File: src/rtl/uart_rx.sv
// uart_rx: 8N1 serial receiver.
// The serial line is synchronised, the start bit is checked at its midpoint,
// then 8 data bits (LSB first) and the stop bit are sampled at CLK_PER_BIT spacing.
// Each good byte is presented with a one-cycle data_valid strobe.
// A bad stop bit raises a one-cycle frame_err strobe, and the byte is discarded.
module uart_rx #(
    parameter int CLK_PER_BIT = 87
) (
    input  logic       clk,
    input  logic       rst_n,
    input  logic       rx,
    output logic [7:0] data_out,
    output logic       data_valid,
    output logic       frame_err,
    output logic       busy
);

    typedef enum logic [1:0] {
        IDLE  = 2'd0,
        START = 2'd1,
        DATA  = 2'd2,
        STOP  = 2'd3
    } state_t;

    localparam logic [15:0] LAST_CNT = 16'(CLK_PER_BIT - 1);
    localparam logic [15:0] HALF_CNT = 16'((CLK_PER_BIT - 1) / 2);

    state_t      state;
    logic        rx_meta;
    logic        rx_s;
    logic        armed;
    logic [15:0] clk_cnt;
    logic [3:0]  bit_idx;
    logic [7:0]  shift;

    // Two-flop synchroniser. It resets to the idle-high line level, so leaving reset does not look like a start edge.
    // NOTE: asynchronous active-low reset goes in the sensitivity list; every state flop gets a defined reset value.
    always_ff @(posedge clk or negedge rst_n) begin
        if (!rst_n) begin
            rx_meta <= 1'b1;
            rx_s    <= 1'b1;
        end else begin
            rx_meta <= rx;
            rx_s    <= rx_meta;
        end
    end

    // Receive FSM. The strobes default low every cycle, so each one lasts exactly one clock.
    // NOTE: sequential state uses non-blocking assignments only, so every flop sees pre-edge values.
    always_ff @(posedge clk or negedge rst_n) begin
        if (!rst_n) begin
            state      <= IDLE;
            armed      <= 1'b1;
            clk_cnt    <= '0;
            bit_idx    <= '0;
            shift      <= '0;
            data_out   <= '0;
            data_valid <= 1'b0;
            frame_err  <= 1'b0;
        end else begin
            data_valid <= 1'b0;
            frame_err  <= 1'b0;
            unique case (state)
                IDLE: begin
                    clk_cnt <= '0;
                    bit_idx <= '0;
                    if (rx_s) begin
                        armed <= 1'b1;
                    end
                    // A line still low after a framing error stays disarmed until it has gone high again.
                    if (armed && !rx_s) begin
                        state <= START;
                    end
                end
                START: begin
                    if (clk_cnt == HALF_CNT) begin
                        clk_cnt <= '0;
                        // A start bit that has gone high again by its midpoint is a glitch: drop it without a strobe.
                        state   <= rx_s ? IDLE : DATA;
                    end else begin
                        clk_cnt <= clk_cnt + 16'd1;
                    end
                end
                DATA: begin
                    if (clk_cnt == LAST_CNT) begin
                        clk_cnt              <= '0;
                        shift[bit_idx[2:0]] <= rx_s;
                        bit_idx              <= bit_idx + 4'd1;
                        if (bit_idx == 4'd7) begin
                            state <= STOP;
                        end
                    end else begin
                        clk_cnt <= clk_cnt + 16'd1;
                    end
                end
                STOP: begin
                    if (clk_cnt == LAST_CNT) begin
                        clk_cnt <= '0;
                        state   <= IDLE;
                        if (rx_s) begin
                            data_out   <= shift;
                            data_valid <= 1'b1;
                        end else begin
                            frame_err <= 1'b1;
                            armed     <= 1'b0;
                        end
                    end else begin
                        clk_cnt <= clk_cnt + 16'd1;
                    end
                end
                default: state <= IDLE;
            endcase
        end
    end

    // state is itself a flop, so busy is free of glitches.
    assign busy = (state != IDLE);

endmodule
File: config.mk
export PLATFORM = sky130hd
export DESIGN_NAME = uart_rx
export DESIGN_NICKNAME = d
export VERILOG_FILES = /design/src/rtl/uart_rx.sv
export SDC_FILE = /design/constraint.sdc
export NUM_CORES = 1
export LEC_CHECK = 0
export BUFFER_PORTS_ARGS = -buffer_cell sky130_fd_sc_hd__buf_2
export CAP_MARGIN = 20
export CORE_MARGIN = 1.5
export CORE_UTILIZATION = 45
export CTS_BUF_LIST = sky130_fd_sc_hd__clkbuf_8
export CTS_CLUSTER_DIAMETER = 200
export DETAILED_ROUTE_END_ITERATION = 8
export GPL_TIMING_DRIVEN = 0
export PLACE_DENSITY = 0.67
export REMOVE_ABC_BUFFERS = 1
export SLEW_MARGIN = 20
export SYNTH_ARGS = -nofsm -noshare
export SYNTH_HDL_FRONTEND = slang
export SYNTH_SLANG_ARGS = --single-unit
File: constraint.sdc
create_clock -name clk -period 5 [get_ports clk]
set_input_delay 0.25 -clock clk [delete_from_list [all_inputs] [get_ports clk]]
set_output_delay 0.25 -clock clk [all_outputs]
set_load 0.05 [all_outputs]
-- Word-level counts from Yosys, hierarchy flattened
Cells that the tools add are included.
W data, S select, Z words.
- register bits: 43
- bits of input ports: 3
- $add $sub $neg: 2
- order comparisons: 2
- equality and inequality tests: 13
- muxes and demuxes: 25
- reduce and logical (&&, ||, !) cells: 13
- operator list (kind ; number):
    $pmux W16 S3 ; 1
    $mux W16 ; 2
    $add A16 B1 Y16 const B ; 1
    $eq A16 B6 Y1 const B ; 1
    $eq A16 B7 Y1 const B ; 1
    $ne A2 B2 Y1 const B ; 7
    $mux W2 ; 6
    $mux W1 ; 10
    $bwmux W8 ; 1
    $pmux W2 S4 ; 1
    $pmux W4 S2 ; 1
    $reduce_bool A2 Y1 ; 3
    $reduce_and A5 Y1 ; 1
    $add A4 B1 Y4 const B ; 1
    $eq A2 B2 Y1 const B ; 2
    $eq A4 B3 Y1 const B ; 1
    $lt A3 B4 Y1 const B ; 1
    $mux W4 ; 1
    $reduce_and A2 Y1 ; 2
    $reduce_and A4 Y1 ; 1
    $demux W1 S3 ; 1
    $ge A3 B1 Y1 const B ; 1
    $reduce_and A3 Y1 ; 1
    $eq A2 B1 Y1 const B ; 1
    5 further kinds ; 6

-- Depth between registers and ports, before layout
Gate-level depths: netlist (run 1).
- depth in word-level cells: 5
- gate-level depth with buffers: 7
- mapped depth without buffers: 6

-- Worst setup path before layout (run 1)
Ideal clock, no wire load.
- path type: register -> register
- start: register clk_cnt[11]
- end: register data_out[0]
- arrival: 1603 ps
- slack: 3272 ps
- stages on the path, launching flop included: 5
- period minus slack after synthesis: 1728 ps
- path through: dfrtp_1 > nor4_4 > nand4_2 > nor2_4 > mux2_2
- longest elaborated chain between the ends: 2
- ends and longest elaborated chain (what ; RTL line ; source):
    from (decl) ; 32 ; logic [15:0] clk_cnt;
    from (signal assigned) ; 81 ; clk_cnt <= clk_cnt + 16'd1;
    from (signal assigned) ; 93 ; clk_cnt <= clk_cnt + 16'd1;
    from (signal assigned) ; 108 ; clk_cnt <= clk_cnt + 16'd1;
    $eq A16 B7 Y1 ; 97 ; if (clk_cnt == LAST_CNT) begin
    $reduce_and A3 Y1 (no source line) ; - ;
    to (signal assigned) ; 101 ; data_out <= shift;
    to (decl) ; 12 ; output logic [7:0] data_out,
Every way passes these cells.
A chain may end at the register's enable or synchronous reset.

-- Worst setup path after layout (run 1)
- start: register clk_cnt[0]
- end: register clk_cnt[15]
- longest elaborated chain between the ends: 3
- ends and longest elaborated chain (what ; RTL line ; source):
    $add A16 B1 Y16 (tied with other cells) ; 81, 93, 108 ;
    $mux W16 (on tied branches) ; 85, 97, 76 ;
    $pmux W16 S3 (*) ; 63 ; unique case (state)
Every way passes the cells marked *; elsewhere a longest branch is shown, timed or not.

==> impl_metrics.tcl, run 1 <==
set metrics [dict create \
    outcome "complete, no violations" \
    cp-endpoint "clk_cnt[15]$_DFF_PN0_" \
    wl_um 4030 \
    yosysWarnings 0 \
    grt-ovfl-total 0 \
    drtPass1Iterations 4 \
    grt.total_usage_pct 17.6 \
    synth_ff_type "dfrtp_1" \
    critPathArrivalTime_ns 2.22 \
    power.density_nw_per_um2 348 \
    cts_sinks 43 \
    tns_ns 0 \
    period_needed_ns 2.09 \
    path_clk_slew_ns 0.08 \
    die_w_um 72.1 \
    synth_cell_types 47 \
    vias 1470 \
    finalPower_mw 0.820 \
    dp_slack_ns 2.96 \
    post_cts_buffers 0 \
    fin_skew_ns 0.00715 \
    whs_ns 0.0576 \
    max_freq_mhz 479 \
    die_area_um2 5200 \
    r2r-start "clk_cnt[0]$_DFF_PN0_" \
    synth_edf_count 0 \
    placed_area_um2 2230 \
    worstSetupStartpoint "clk_cnt[0]$_DFF_PN0_" \
    start_util_pct 48.0 \
    max_cap_violations 0 \
    crit_chain "ha_1 > nor4b_1 > nand4_1 > nand3b_1 > a22oi_1" \
    netlist_instances 191 \
    critPathMaxFanout 15 \
    clk_path_buf_depth 2 \
    antennaDiodeCount 0 \
    r2r-end "clk_cnt[15]$_DFF_PN0_" \
    r2r_cells 5 \
    grt_max_degree 44 \
    critPathMaxStageDelay_ns 0.51 \
    slew_headroom_pct 37.6 \
    worst_slack_ns 2.91 \
    worstSetupPathType "reg2reg" \
    grt_pass1_vias 1435 \
    vdd_ir_drop_max_mv 0.211 \
    layout.nets 207 \
    yosysSeqAreaShare_pct 50.2 \
    viasPerCell 5.81 \
    min_path_type "in2reg" \
    r2r_slack_ns 2.91 \
    drtAntennaViolNets 0 \
    final_max_slew_viol_count 0 \
    drc 0 \
    gp_congestion 0.777 \
    async_reset_ff_share_pct 100 \
    design_area_um2 2360 \
    wl_per_cell_um 15.9 \
    area_delta_synth_final_pct 9.72 \
    ios 14 \
    row_count 24 \
    htreeDepth 2 \
    leakage_nw 1.11 \
    cts_tree "done" \
    antenna_found_initial 0 \
    rsz0062_at_grt "no" \
    hold_viol 0 \
    fp.coreArea_um2 4470 \
    synth_area_per_cell_um2 11.3 \
    hpwlAfterDp_um 2770 \
    synth-seq-cells 43 \
    synth_area_um2 2150 \
    clock_latency_ns 0.29 \
    cp_slowest_cell "nand3b_1" \
    numCtsBuffers 5 \
    drt_iter0_drc 125 \
    post-route-period-util_pct 41.7 \
    grt_first_pass_wirelength_um 7130 \
    layout-drive-gt1-share_pct 23.9 \
    clockRootBuffer "clkbuf_8" \
    critPathRequiredTime_ns 5.13 \
    crit_path_end_kind "flip-flop" \
    tightest_slew_ns 0.936 \
    start_kind "flip-flop" \
    die_y_um 72.1 \
    ctsResizeCount 0 \
    hold_buffers 0 \
    portBuffers 13 \
    setup_viol 0 \
]
worst max-delay path: cells and delay by family (launching register included):
family | cells | cell delay (ns)
fa+ha+maj | 1 | 0.28
simple gates | 3 | 1.04
flops | 1 | 0.41
compound gates | 1 | 0.20
power breakdown:
group          switching [mW]  total [mW]  internal (mW)  leakage [nW]
sequential             0.0376       0.408          0.370         0.579
clock                   0.117       0.315          0.198        0.0695
combinational          0.0583      0.0980         0.0397         0.463
cells in the mapped netlist (2+ instances only):
cell type	instances	area, um2
clkbuf_1	6	22.5
nor2b_1	6	37.5
a31oi_1	2	12.5
and2_1	2	12.5
nor2_1	9	33.8
ha_1	4	50.1
mux2_2	18	203
inv_1	4	15.0
and4_1	2	17.5
nand3_1	7	35.0
a22oi_1	4	30.0
xor2_1	9	78.8
a21oi_1	13	65.1
buf_2	4	20.0
o21ai_0	3	15.0
dfstp_2	3	78.8
nand2_1	7	26.3
or4_1	2	15.0
a22o_1	2	17.5
nand4_1	15	93.8
or3_1	3	18.8
dfrtp_1	40	1000
and3_1	2	12.5
per-layer routing:
metal / routed length, um / vias to the layer above / track usage [%]
met3: 106 / 4 / 4.58
met2: 1950 / 17 / 27.9
li1: - / 723 / -
met4: 29 / 0 / 3.14
met5: 0 / - / 0
met1: 1940 / 726 / 24.8
logic make-up after synthesis:
| logic type | after synthesis | synth area share, % |
|---|---|---|
| adder cells (fa/ha/maj) | 4 | 2.33 |
| AND/OR/NAND/NOR | 71 | 21.8 |
| buffers and inverters | 15 | 3.20 |
| AO/OA/AOI/OAI | 29 | 8.50 |
| multiplexers | 19 | 9.90 |
| flip-flops | 43 | 50.2 |
| XOR/XNOR | 10 | 4.07 |
through the flow:
stage                     std cells  utilization, %
after global placement          245            49.7
after floorplan                 180               -
after detailed placement        245            49.7
after CTS                       253            52.7
after global routing            253            52.7
final                           253            52.7
how the worst min path moves through the flow:
stage,end,cells after the start,startpoint,slack [ns]
after global routing,rx_meta$_DFF_PN1_,1,rx,0.04
after detailed placement,rx_s$_DFF_PN1_,0,rx_meta$_DFF_PN1_,0.35
final,rx_meta$_DFF_PN1_,1,rx,0.06
after CTS,rx_meta$_DFF_PN1_,1,rx,0.04
after global placement,rx_s$_DFF_PN1_,0,rx_meta$_DFF_PN1_,0.35
after floorplan,async pin,0,rst_n,-0.05
sequential cells by signal (all words and copies together), names as in the netlist, named ones only:
signal	cells
armed	1
bit_idx	4
clk_cnt	16
data_out	8
data_valid	1
frame_err	1
rx_meta	1
rx_s	1
shift	8
state	1
cell type report:
type / count / area (um2)
Clock buffer: 5 / 68.8
Clock inverter: 3 / 63.8
Fill cell: 400 / 2120
Inverter: 4 / 15.0
Multi-Input combinational cell: 133 / 1000
Sequential cell: 43 / 1080
Tap cell: 52 / 65.1
Timing Repair Buffer: 13 / 65.1
placed cells by master, fill, tap and decap left out, types with 6 or more instances in the layout:
master / Yosys / layout
nand4_1: 15 / 15
mux2_2: 18 / 18
nand2_1: 7 / 7
nor2b_1: 6 / 6
dfrtp_1: 40 / 40
nand3_1: 7 / 7
buf_2: 4 / 13
nor2_1: 9 / 9
a21oi_1: 13 / 13
xor2_1: 9 / 9
(Power assumes the default switching activity.)
==> inputs of run 2 (changes only) <==
--- a/config.mk
+++ b/config.mk
@@ -13,7 +13,7 @@
 export CTS_CLUSTER_DIAMETER = 200
 export DETAILED_ROUTE_END_ITERATION = 8
 export GPL_TIMING_DRIVEN = 0
-export PLACE_DENSITY = 0.67
+export PLACE_DENSITY = 0.7
 export REMOVE_ABC_BUFFERS = 1
 export SLEW_MARGIN = 20
 export SYNTH_ARGS = -nofsm -noshare
==> constraint.sdc (replaced) <==
create_clock -name clk -period 1.87 [get_ports clk]
set_input_delay 0.0935 -clock clk [delete_from_list [all_inputs] [get_ports clk]]
set_output_delay 0.0935 -clock clk [all_outputs]
set_load 0.05 [all_outputs]
==> run 2 against run 1 <==
  * Non-clock buffer count rose by 12
  * Combinational power rose to 3.3 times the previous value
  * Cell area rose by 4.9%
  * Clock skew rose by 0.0059 ns
  * Final cell count rose by 5.5%
  * Flip-flop and latch count did not move
  * Via count rose by 6.7%
  * Routed wire length rose by 4.3%
==> impl_metrics.tcl, run 2 (same netlist as run 1, synthesis figures left out) <==
set metrics [dict create \
    critPathRequiredTime_ns 2.05 \
    cts_tree "done" \
    die_y_um 72.1 \
    critPathMaxFanout 8 \
    register_area_um2 1080 \
    critPathArrivalTime_ns 2.03 \
    vias 1569 \
    regMostFlops "clk_cnt" \
    wl_um 4200 \
    start_kind "flip-flop" \
    outcome "complete, no violations" \
    placed_area_um2 2230 \
    grt_max_degree 44 \
    leakage_nw 1.12 \
    die_w_um 72.1 \
    row_count 24 \
    antenna_found_initial 0 \
    tns_ns 0 \
    worstSetupPathType "reg2reg" \
    setup_viol 0 \
    clockRootBuffer "clkbuf_8" \
    grt_pass1_vias 1379 \
    fp.coreArea_um2 4470 \
    r2r-start "clk_cnt[12]$_DFF_PN0_" \
    dp_slack_ns -0.123 \
    worst_slack_ns 0.0229 \
    layout-drive-gt1-share_pct 31.2 \
    slew_headroom_pct 67.3 \
    crit_path_end_kind "flip-flop" \
    viasPerCell 5.88 \
    layout.nets 221 \
    wl_per_cell_um 15.7 \
    fin_skew_ns 0.0130 \
    fin_util_pct 55.3 \
    worstSetupStartpoint "clk_cnt[12]$_DFF_PN0_" \
    final_max_slew_viol_count 0 \
    vdd_ir_drop_max_mv 0.489 \
    hpwlAfterDp_um 2530 \
    drtAntennaViolNets 0 \
    fin_cells 267 \
    clk_path_buf_depth 2 \
    power.density_nw_per_um2 808 \
    drtPass1Iterations 4 \
    numCtsBuffers 5 \
    grt-ovfl-total 0 \
    p_sw_mw 0.599 \
    intPower_mw 1.40 \
    cts_sinks 43 \
    grt.total_usage_pct 17.2 \
    multiInputGateArea_um2 1050 \
    start_util_pct 48.0 \
    gp_congestion 0.748 \
    n_fill_cell 375 \
    layout_common_cells "dfrtp_1 (37), mux2_2 (17), nand4_1 (15), a21oi_1 (13), buf_2 (13)" \
    post-route-period-util_pct 98.8 \
    max_cap_violations 0 \
    p_clk_share_pct 29.5 \
    min_path_type "in2async" \
    period_needed_ns 1.85 \
    tightest_slew_ns 0.491 \
    top_regs "clk_cnt x16, data_out x8, shift x8" \
    clock_latency_ns 0.30 \
    htreeDepth 2 \
    max_freq_mhz 541 \
    rsz0062_at_grt "yes" \
    dpl.cell_count 245 \
    die_area_um2 5200 \
    p_comb_share_pct 15.9 \
    grt_first_pass_wirelength_um 7070 \
    antennaDiodeCount 0 \
    path_clk_slew_ns 0.08 \
    seqPwrFrac_pct 54.5 \
    largest_reg_flops 16 \
    hold_viol 0 \
    portBuffers 13 \
    drt_iter0_drc 136 \
    drc 0 \
    sw_frac_of_total_pct 30.0 \
    area_delta_synth_final_pct 15.1 \
    design_area_um2 2470 \
    layout_commonest_cell "dfrtp_1" \
    ios 14 \
]
run 2: per-stage QoR:
| step | total power, mW | hold WS [ns] |
|---|---|---|
| after CTS | 1.97 | 0.360 |
| after global placement | 1.35 | 0.198 |
| final | 2.00 | 0.213 |
| after global routing | 2.10 | 0.236 |
| after detailed placement | 1.36 | 0.201 |
| after floorplan | 1.27 | -0.202 |
run 2: per-layer routing:
layer | share of wire, % | up-vias | routed length (um) | global-route usage, %
met3 | 4.1 | 12 | 171 | 4.03
met4 | 2.5 | 0 | 103 | 5.03
met2 | 44 | 32 | 1830 | 24.3
met1 | 50 | 770 | 2090 | 26.5
met5 | 0 | - | 0 | 0
li1 | - | 755 | - | -
run 2: power groups by stage:
stage,clock network [mW],registers [mW],logic (mW)
5_1_grt,0.634,1.10,0.358
3_3_place_gp,0,1.10,0.250
4_1_cts,0.605,1.09,0.278
3_5_place_dp,0,1.11,0.253
2_1_floorplan,0,1.08,0.191
6_report,0.590,1.09,0.319
run 2: path summary, 6_finish.rpt:
path,end,slack [ns],depth (start not counted)
worst max-delay path,data_out[0]$_DFFE_PN0P_,0.02,5
worst min-delay path,clk_cnt[9]$_DFF_PN0_,0.21,2
worst max register to register,data_out[0]$_DFFE_PN0P_,0.02,5
worst min register to register,rx_s$_DFF_PN1_,0.36,0
max in group asynchronous,armed$_DFFE_PN1P_,1.13,3
min in group clk,rx_s$_DFF_PN1_,0.36,0
run 2: cell type report:
type | instances | share of cell area, %
Inverter | 4 | 0.607
Tap cell | 52 | 2.63
Sequential cell | 43 | 43.8
Clock buffer | 5 | 2.78
Multi-Input combinational cell | 135 | 42.4
Clock inverter | 3 | 0.809
Timing Repair Buffer | 25 | 6.98
run 2: repair_timing:
action                                  CTS  global route
hold endpoints to repair                 41             0
buffers inserted                          4             5
cloned                                    2             0
resized for setup                         4             6
endpoints found under the setup margin   27            18
hold buffers                              2             0
pin swaps                                 3             3
run 2: worst max-delay path, cell delays in order, from the launching register on:
cell and delay (ns):
dfrtp_2 0.45, nor4_4 0.27, buf_4 0.19, nand4_4 0.20
nor2_4 0.26, mux2_2 0.36
